**config.mk**
```make
export PLATFORM = sky130hd
export DESIGN_NAME = counter_multi_ch
export DESIGN_NICKNAME = d
export VERILOG_FILES = /design/src/rtl/counter_multi_ch.sv
export SDC_FILE = /design/constraint.sdc
export NUM_CORES = 1
export LEC_CHECK = 0
export ABC_AREA = 1
export ABC_CLOCK_PERIOD_IN_PS = 5600
export CAP_MARGIN = 20
export CELL_PAD_IN_SITES_DETAIL_PLACEMENT = 0
export CELL_PAD_IN_SITES_GLOBAL_PLACEMENT = 1
export CORE_ASPECT_RATIO = 0.5
export CORE_MARGIN = 2
export CORE_UTILIZATION = 47
export CTS_BUF_LIST = sky130_fd_sc_hd__clkbuf_2
export CTS_CLUSTER_DIAMETER = 80
export DETAILED_ROUTE_END_ITERATION = 10
export PLACE_DENSITY_LB_ADDON = 0.1
export SLEW_MARGIN = 25
export SYNTH_ARGS = -nofsm -noshare
export SYNTH_HDL_FRONTEND = slang
export SYNTH_SLANG_ARGS = --single-unit
```
**constraint.sdc**
```tcl
create_clock -name CR_CLK -period 5.6 [get_ports CR_CLK]
set_input_delay 0.56 -clock CR_CLK [delete_from_list [all_inputs] [get_ports CR_CLK]]
set_output_delay 0.56 -clock CR_CLK [all_outputs]
set_load 0.01 [all_outputs]
```
**src/rtl/counter_multi_ch.sv**
```systemverilog
// NCH-channel start/halt counter bank with per-channel limit, saturate/wrap mode and limit flag.
// Optional shared prescaler enabled by defining CR_PRESCALE_EN.
module counter_multi_ch #(
    parameter int               NCH     = 4,
    parameter int               WIDTH   = 32,
    parameter logic [WIDTH-1:0] MAX_RST = {WIDTH{1'b1}},
    parameter int               PRESC   = 10,
    parameter int               SELW    = (NCH > 1) ? $clog2(NCH) : 1
) (
    input  logic                 CR_CLK,
    input  logic                 CR_RST_N,
    input  logic [NCH-1:0]       CR_CLR,
    input  logic [NCH-1:0]       CR_EN,
    input  logic [NCH-1:0]       CR_HALT,
    input  logic [NCH-1:0]       CR_MODE,
    input  logic                 CR_LOADMAX,
    input  logic [SELW-1:0]      CR_LDSEL,
    input  logic [WIDTH-1:0]     D_MAX,
    output logic [NCH*WIDTH-1:0] CR_DOUT,
    output logic [NCH-1:0]       CR_COF,
    output logic [NCH-1:0]       CR_RUN
);

    if (NCH < 1 || NCH > 16 || WIDTH < 2 || WIDTH > 32 || PRESC < 1) begin : g_param_check
        $error("counter_multi_ch: parameter out of range");
    end

    logic [WIDTH-1:0] dout_q [NCH];
    logic [WIDTH-1:0] dout_d [NCH];
    logic [WIDTH-1:0] lim_q  [NCH];
    logic [WIDTH-1:0] lim_d  [NCH];
    logic [NCH-1:0]   cof_q, cof_d;
    logic [NCH-1:0]   run_q, run_d;
    logic             tick;

    // One count event: returns {limit flag, next count}; at/above the limit saturate or wrap.
    function automatic logic [WIDTH:0] count_step(input logic [WIDTH-1:0] cur,
                                                  input logic [WIDTH-1:0] lim,
                                                  input logic             wrap);
        logic [WIDTH:0] res;
        if (cur >= lim) begin
            res = {1'b1, (wrap ? {WIDTH{1'b0}} : cur)};
        end else begin
            res = {1'b0, cur + 1'b1};
        end
        return res;
    endfunction

`ifdef CR_PRESCALE_EN
    localparam int            PW    = (PRESC > 1) ? $clog2(PRESC) : 1;
    localparam logic [PW-1:0] PLAST = PW'(PRESC - 1);

    logic [PW-1:0] presc_q, presc_d;

    assign tick    = (presc_q == PLAST);
    assign presc_d = tick ? '0 : presc_q + 1'b1;

    always_ff @(posedge CR_CLK or negedge CR_RST_N) begin
        if (!CR_RST_N) begin
            presc_q <= '0;
        end else begin
            presc_q <= presc_d;
        end
    end
`else
    assign tick = 1'b1;
`endif

    always_comb begin
        cof_d = cof_q;
        run_d = run_q;
        for (int i = 0; i < NCH; i++) begin
            dout_d[i] = dout_q[i];
            lim_d[i]  = (CR_LOADMAX && (int'(CR_LDSEL) == i)) ? D_MAX : lim_q[i];
            if (CR_CLR[i]) begin
                dout_d[i] = '0;
                cof_d[i]  = 1'b0;
                run_d[i]  = 1'b0;
            end else begin
                // HALT beats EN; EN counts on the very edge it is sampled.
                run_d[i] = (run_q[i] | CR_EN[i]) & ~CR_HALT[i];
                if (run_d[i] && tick) begin
                    {cof_d[i], dout_d[i]} = count_step(dout_q[i], lim_q[i], CR_MODE[i]);
                end
            end
        end
    end

    always_ff @(posedge CR_CLK or negedge CR_RST_N) begin
        if (!CR_RST_N) begin
            for (int i = 0; i < NCH; i++) begin
                dout_q[i] <= '0;
                lim_q[i]  <= MAX_RST;
            end
            cof_q <= '0;
            run_q <= '0;
        end else begin
            dout_q <= dout_d;
            lim_q  <= lim_d;
            cof_q  <= cof_d;
            run_q  <= run_d;
        end
    end

    always_comb begin
        CR_DOUT = '0;
        for (int i = 0; i < NCH; i++) begin
            CR_DOUT[i*WIDTH +: WIDTH] = dout_q[i];
        end
    end

    assign CR_COF = cof_q;
    assign CR_RUN = run_q;

endmodule

```
==> metrics.md, run 1 <==
| Metric | Value |
|---|---|
| Status | finished clean |
| Design Power | 4.29 mW |
| Ys async rst share | 100% |
| Die W | 273 um |
| FF+latch count, synth | 264 |
| Max_cap viols | 0 |
| CP Capture Type | register |
| Worst slew margin | 36.4% |
| CTS Buf Count | 67 |
| Worst Path Required | 6.48 ns |
| Die Height | 138 um |
| Placed cells | 2897 |
| Seq/Total Area, Yosys | 39.8% |
| Slew Viols, Final | 0 |
| Post-Synth Simple-Gate Area | 30.1% |
| Syn Area/Cell | 7.46 um^2 |
| Most common cell after layout, fill and taps aside | nand2_1 |
| Wire per inst | 16.7 um |
| RR Endpoint | CR_DOUT[117]$_DFFE_PN0P_ |
| Clock slew at reported path FFs | 0.11 ns |
| Synth area leaders | dfrtp_1 (20%), dfstp_2 (20%), nand2_1 (16%), ha_1 (9.7%), inv_1 (6.1%) |
| Cell-internal power | 2.89 mW |
| Xor and xnor area share after synthesis | 5.16% |
| Worst slew pin tran | 0.953 ns |
| CP Max Fanout | 34 |
| Setup violators final | 0 |
| Largest net degree at the start of global routing | 108 |
| Skew final | 0.0861 ns |
| Final hold violation count | 0 |
| IO Port Bufs | 188 |
| Post-synthesis mux area share | 0% |
| Worst EP arrival | 3.81 ns |
| Overflow after GRT | 0 |
| Largest family of logic cells by synthesized area | simple AND/OR/NAND/NOR gates |
| Worst reg2reg startpoint | CR_DOUT[103]$_DFFE_PN0P_ |
| Comb power frac | 16.2% |
| # IOs | 189 |
| Post-detailed-route count of antenna-violating nets | 0 |
| Post-CTS resize count | 0 |
| CTS sink cnt | 264 |
| Final Util | 55.6% |
| GRT Total Usage | 27.1% |
| Filler Cell Count | 3484 |
| Seq pwr share | 53.3% |
| Number of antenna violations at the first check in global routing | 2 |
| Share of cells above drive strength 1 | 11.5% |
| Vias | 15200 |
| Area growth syn-to-layout | 17.1% |
| Share of the synthesized area in the top cell type | 20.0% |
| CTS tree | done |
| Routability cong. | 0.894 |
| Synth Cell Area | 17000 um^2 |
| DRC errors left | 0 |
| 1st-iter DRT viols | 1157 |
| Syn_nets | 2461 |
| Clk network pwr share | 30.5% |
| Yosys warns | 0 |
| Post-Synth Adder-Cell Area | 9.72% |
| Sw Pwr | 1.40 mW |
| Final net count | 2668 |
| Setup_tns | 0 ns |
| Reg2Reg Depth | 13 |
| First-pass GRT wire length | 79.6 mm |
| Fin cells | 3012 |
| Main synth FF type | dfrtp_1 |
| R2r setup slk | 2.67 ns |
| CTS Root Cell | clkbuf_2 |
| Power Density | 216 nW/um^2 |
| P_leak | 9.54 nW |
| Unique masters post-synth | 38 |
| RSZ-0062 raised after global routing | no |
| Die area | 37800 um^2 |
| Sw Ratio | 32.6% |
| Post-CTS Setup Inserts | 0 |
| Core area | 35700 um^2 |
| Final min period | 2.93 ns |
| Vias per std cell | 5.05 |
| Routed wire length | 50.4 mm |
| Commonest non-fill, non-tap cells in the layout | nand2_1 (715), inv_1 (277), nor2_1 (231) |
| Tcrit/Tclk final | 52.3% |
| EDFF count, synth | 0 |
| Pre-antenna DRT Iters | 5 |
| Skew-Pair Late Insertion Delay | 0.99 ns |
| Rows | 49 |
| Startpoint class of the critical path | register |
| Critical path class | register to register |
| Hpwl dp | 36.4 mm |
| Compound-Gate Fraction of Synth Area | 7.44% |
| Max VDD drop | 0.000116 V |
| Starting density of the core | 47.5% |
| CTS H-tree lvls | 3 |
| Syn Inst Count | 2276 |
| Fmax | 342 MHz |
| Clock Path Buffers | 3 |
| Vias in the first global route | 13800 |
| Biggest area consumer among synthesized cells | dfrtp_1 |
| Hold crit path type | input port to async pin |
==> per-layer routing <==
| layer | global-route usage (%) | vias up | part of all wire [%] |
|---|---|---|---|
| met2 | 36.1 | 427 | 39 |
| met3 | 5.49 | 75 | 6.2 |
| met4 | 6.30 | 0 | 1.6 |
| met1 | 43.7 | 7007 | 53 |
| li1 | - | 7698 | - |
| met5 | 0 | - | 0 |
==> worst max path at each step <==
| stage | startpoint | end | slack, ns | depth (start not counted) |
|---|---|---|---|---|
| final | CR_DOUT[103]$_DFFE_PN0P_ | CR_DOUT[117]$_DFFE_PN0P_ | 2.67 | 13 |
| after global routing | CR_DOUT[111]$_DFFE_PN0P_ | CR_DOUT[124]$_DFFE_PN0P_ | 2.36 | 13 |
| after CTS | lim_q[7]$_DFFE_PN1P_ | CR_DOUT[117]$_DFFE_PN0P_ | 2.68 | 14 |
| after detailed placement | lim_q[7]$_DFFE_PN1P_ | CR_DOUT[117]$_DFFE_PN0P_ | 2.68 | 14 |
| after global placement | CR_DOUT[103]$_DFFE_PN0P_ | CR_DOUT[113]$_DFFE_PN0P_ | 2.74 | 13 |
| after floorplan | lim_q[103]$_DFFE_PN1P_ | CR_DOUT[11]$_DFFE_PN0P_ | 3.63 | 17 |
==> synthesized netlist by cell type (19+ instances only) <==
| cell | instances |
|---|---|
| xor2_1 | 76 |
| a21oi_1 | 57 |
| ha_1 | 132 |
| nand4_1 | 52 |
| dfstp_2 | 128 |
| nand3_1 | 101 |
| o21ai_0 | 150 |
| nor3_1 | 45 |
| nand2_1 | 716 |
| clkbuf_1 | 30 |
| inv_1 | 277 |
| buf_2 | 19 |
| nor2_1 | 231 |
| dfrtp_1 | 136 |
| xnor2_1 | 24 |
==> layout make-up <==
| class | instances | area [um^2] | area share [%] |
|---|---|---|---|
| Tap cell | 484 | 606 | 3.05 |
| Antenna cell | 5 | 12.5 | 0.0629 |
| Timing Repair Buffer | 196 | 1960 | 9.87 |
| Inverter | 277 | 1040 | 5.23 |
| Clock inverter | 9 | 35.0 | 0.176 |
| Sequential cell | 264 | 6770 | 34.0 |
| Multi-Input combinational cell | 1677 | 8960 | 45.1 |
| Clock buffer | 100 | 500 | 2.52 |
==> power groups by stage <==
| stage | clock network, mW | logic (mW) | registers (mW) |
|---|---|---|---|
| CTS | 1.35 | 0.701 | 2.29 |
| global route | 1.45 | 0.817 | 2.31 |
| floorplan | 0 | 0.456 | 2.28 |
| global placement | 0 | 0.685 | 2.31 |
| detailed placement | 0 | 0.699 | 2.32 |
| finish | 1.31 | 0.695 | 2.29 |
==> flip-flops by register name, summed over array words and instances, names as in the netlist <==
signal and cells:
CR_DOUT 128, CR_RUN 4, lim_q 128, CR_COF 4
==> critical path, cell delays in order (launching register included) <==
cell     delay (ns)
dfrtp_1        0.50
ha_1           0.35
nand2_1        0.07
nor2_1         0.14
nand4_1        0.10
nor2_1         0.10
nor2_1         0.05
nand2_1        0.08
nand2_1        0.13
nand3_2        0.09
buf_4          0.35
nand2_1        0.56
nand2_1        0.24
nand2_1        0.07
==> cell families (layout without fill, tap and decap cells) <==
| kind of cell | after synthesis | in the layout |
|---|---|---|
| compound gates | 238 | 238 |
| other cells | 0 | 5 |
| buf+inv | 335 | 582 |
| simple gates | 1207 | 1207 |
| flops | 264 | 264 |
| xor+xnor | 100 | 100 |
| fa+ha+maj | 132 | 132 |
==> per-stage QoR <==
step           hold WS, ns  area (um^2)  setup WS [ns]
2_1_floorplan        0.264        17000           3.63
3_3_place_gp         0.472        19300           2.74
4_1_cts              0.110        19800           2.68
6_report             0.152        19900           2.67
3_5_place_dp         0.478        19300           2.68
5_1_grt             0.0945        19900           2.36
==> timing repair <==
action	CTS	global route
endpoints found under the hold margin	68	0
endpoints found under the setup margin	0	0
hold buffers	1	0
No activity file was read; power rests on OpenSTA's default activity.
==> run 2, diff against run 1 <==
ABC_CLOCK_PERIOD_IN_PS = 2620   (was 5600)
CORE_UTILIZATION = 39   (was 47)
clock period = 2.62 ns   (was 5.6 ns; I/O delays follow)
==> run 2 against run 1 <==
Net effect: register-to-register slack got worse by 2.4 ns; flip-flop and latch count stayed put; critical path depth down 11; critical endpoint is now CR_DOUT[83]; highest routed layer unchanged.
==> metrics.md, run 2 (synthesis results as in run 1) <==
| Metric | Value |
|---|---|
| Most common cell after layout, fill and taps aside | nand2_1 (unchanged) |
| Placed cells | 3083 (was 2897) |
| First-pass GRT wire length | 86.3 mm (was 79.6 mm) |
| Reg2Reg Depth | 13 (unchanged) |
| Commonest non-fill, non-tap cells in the layout | nand2_1 (716), inv_1 (277), nor2_1 (231) (was nand2_1 (715), inv_1 (277), nor2_1 (231)) |
| GRT Total Usage | 24.9% (was 27.1%) |
| Area growth syn-to-layout | 24.4% (was 17.1%) |
| Share of cells above drive strength 1 | 14.2% (was 11.5%) |
| Worst Path Required | 2.36 ns (was 6.48 ns) |
| CTS sink cnt | 264 (unchanged) |
| Max_cap viols | 0 (unchanged) |
| Post-detailed-route count of antenna-violating nets | 0 (unchanged) |
| Fin cells | 3233 (was 3012) |
| Pre-antenna DRT Iters | 8 (was 5) |
| Max VDD drop | 0.000233 V (was 0.000116 V) |
| Rows | 53 (was 49) |
| RSZ-0062 raised after global routing | no (unchanged) |
| DRC errors left | 0 (unchanged) |
| Worst reg2reg startpoint | lim_q[119]$_DFFE_PN1P_ (was CR_DOUT[103]$_DFFE_PN0P_) |
| RR Endpoint | CR_DOUT[15]$_DFFE_PN0P_ (was CR_DOUT[117]$_DFFE_PN0P_) |
| Design Power | 9.32 mW (was 4.29 mW) |
| Die W | 299 um (was 273 um) |
| Final Util | 49.8% (was 55.6%) |
| Critical path class | register to primary output (was register to register) |
| Post-CTS Setup Inserts | 0 (unchanged) |
| Final min period | 2.47 ns |
| Final net count | 2798 (was 2668) |
| Clock Path Buffers | 3 (unchanged) |
| Number of antenna violations at the first check in global routing | 1 (was 2) |
| Routed wire length | 55.8 mm (was 50.4 mm) |
| Wire per inst | 17.3 um (was 16.7 um) |
| Skew final | 0.0912 ns (was 0.0861 ns) |
| Vias per std cell | 4.83 (was 5.05) |
| Startpoint class of the critical path | register (unchanged) |
| Die area | 45300 um^2 (was 37800 um^2) |
| Tcrit/Tclk final | 94.1% |
| Hold Crit Start | D_MAX[2] |
| Status | finished clean (unchanged) |
| Hpwl dp | 41.0 mm (was 36.4 mm) |
| P_leak | 10.2 nW (was 9.54 nW) |
| Worst EP arrival | 2.20 ns (was 3.81 ns) |
| Clock slew at reported path FFs | 0.13 ns (was 0.11 ns) |
| Dpl ws | 0.243 ns (was 2.68 ns) |
| Core area | 42400 um^2 (was 35700 um^2) |
| IO Port Bufs | 188 (unchanged) |
| CTS tree | done (unchanged) |
| CTS Root Cell | clkbuf_2 (unchanged) |
| Skew-Pair Late Insertion Delay | 0.98 ns (was 0.99 ns) |
| Worst slew margin | 60.0% (was 36.4%) |
| Power Density | 441 nW/um^2 (was 216 nW/um^2) |
| Vias | 15600 (was 15200) |
| Hold path endpoint | lim_q[34]$_DFFE_PN1P_ |
| CTS Buf Count | 67 (unchanged) |
| Setup violators final | 0 (unchanged) |
| R2r setup slk | 0.27 ns (was 2.67 ns) |
| CTS H-tree lvls | 3 (unchanged) |
| Worst slew pin tran | 0.599 ns (was 0.953 ns) |
| CP Max Fanout | 5 (was 34) |
| Starting density of the core | 40.0% (was 47.5%) |
| Die Height | 152 um (was 138 um) |
| Largest net degree at the start of global routing | 69 (was 108) |
| Setup_tns | 0 ns (unchanged) |
| Hold crit path type | input port to register (was input port to async pin) |
| Vias in the first global route | 14700 (was 13800) |
| # IOs | 189 (unchanged) |
| Slew Viols, Final | 0 (unchanged) |
| Routability cong. | 0.874 (was 0.894) |
| Overflow after GRT | 0 (unchanged) |
| Final hold violation count | 0 (unchanged) |
| Min setup slack post-route | 0.154 ns (was 2.67 ns) |
| 1st-iter DRT viols | 1087 (was 1157) |
| Fmax | 406 MHz |
| CP Capture Type | primary output (was register) |
| WHS Path Cells | 3 |
[run 2: cell types whose count changed in the layout (fill, tap and decap cells not counted), sizes merged]
cell         previous run  this run
dlygate4sd3             1        37
clkbuf                100        93
buf                     8       102
diode                   5         1
inv                   277       279
clkinv                  9        16
[run 2: how the worst max path moves through the flow]
stage / startpoint / to / cells after the start
floorplan: lim_q[103]$_DFFE_PN1P_ / CR_DOUT[11]$_DFFE_PN0P_ / 17
global placement: lim_q[119]$_DFFE_PN1P_ / CR_DOUT[3]$_DFFE_PN0P_ / 13
detailed placement: lim_q[119]$_DFFE_PN1P_ / CR_DOUT[21]$_DFFE_PN0P_ / 13
CTS: CR_DOUT[77]$_DFFE_PN0P_ / CR_DOUT[77] / 2
global route: lim_q[7]$_DFFE_PN1P_ / CR_DOUT[115]$_DFFE_PN0P_ / 13
finish: CR_DOUT[83]$_DFFE_PN0P_ / CR_DOUT[83] / 2
[run 2: critical path: stages, from the launching register on]
cell and delay [ns]:
dfrtp_1 0.48, buf_4 0.21, clkdlybuf4s50_1 0.55
[run 2: repair_timing]
action                     CTS  global route
hold buffers                38             0
hold endpoints to repair   334             0
resized for setup            0             1
setup endpoints to repair    0             3
[run 2: final cells by class]
cell class                 instances  area, um^2
clock buffer                      93         465
antenna                            1        2.50
tap                              577         722
fill                            4299       21300
clock inverter                    18        70.1
sequential                       264        6770
multi-input combinational       1677        8930
timing repair buffer             326        3140
inverter                         277        1040
[run 2: routing by layer]
| metal | up-vias | wire, um | GRT usage [%] |
|---|---|---|---|
| met5 | - | 0 | 0 |
| met3 | 95 | 3180 | 5.08 |
| met1 | 7178 | 30000 | 39.3 |
| met2 | 382 | 21500 | 33.7 |
| li1 | 7958 | - | - |
| met4 | 0 | 1150 | 6.20 |
[run 2: stage by stage]
step / area [um^2] / hold WS (ns)
after floorplan: 17000 / -0.0336
after global placement: 20200 / 0.269
after detailed placement: 20200 / 0.276
after CTS: 21100 / 0.00252
after global routing: 21100 / 0.00877
final: 21100 / 0.0608
[run 2: report_power, final]
group	internal (mW)	leakage [nW]	switching, mW	total [mW]
Sequential	4.64	3.23	0.231	4.87
Combinational	0.632	6.57	0.993	1.63
Clock	0.944	0.425	1.87	2.82
Total	6.22	10.2	3.10	9.32
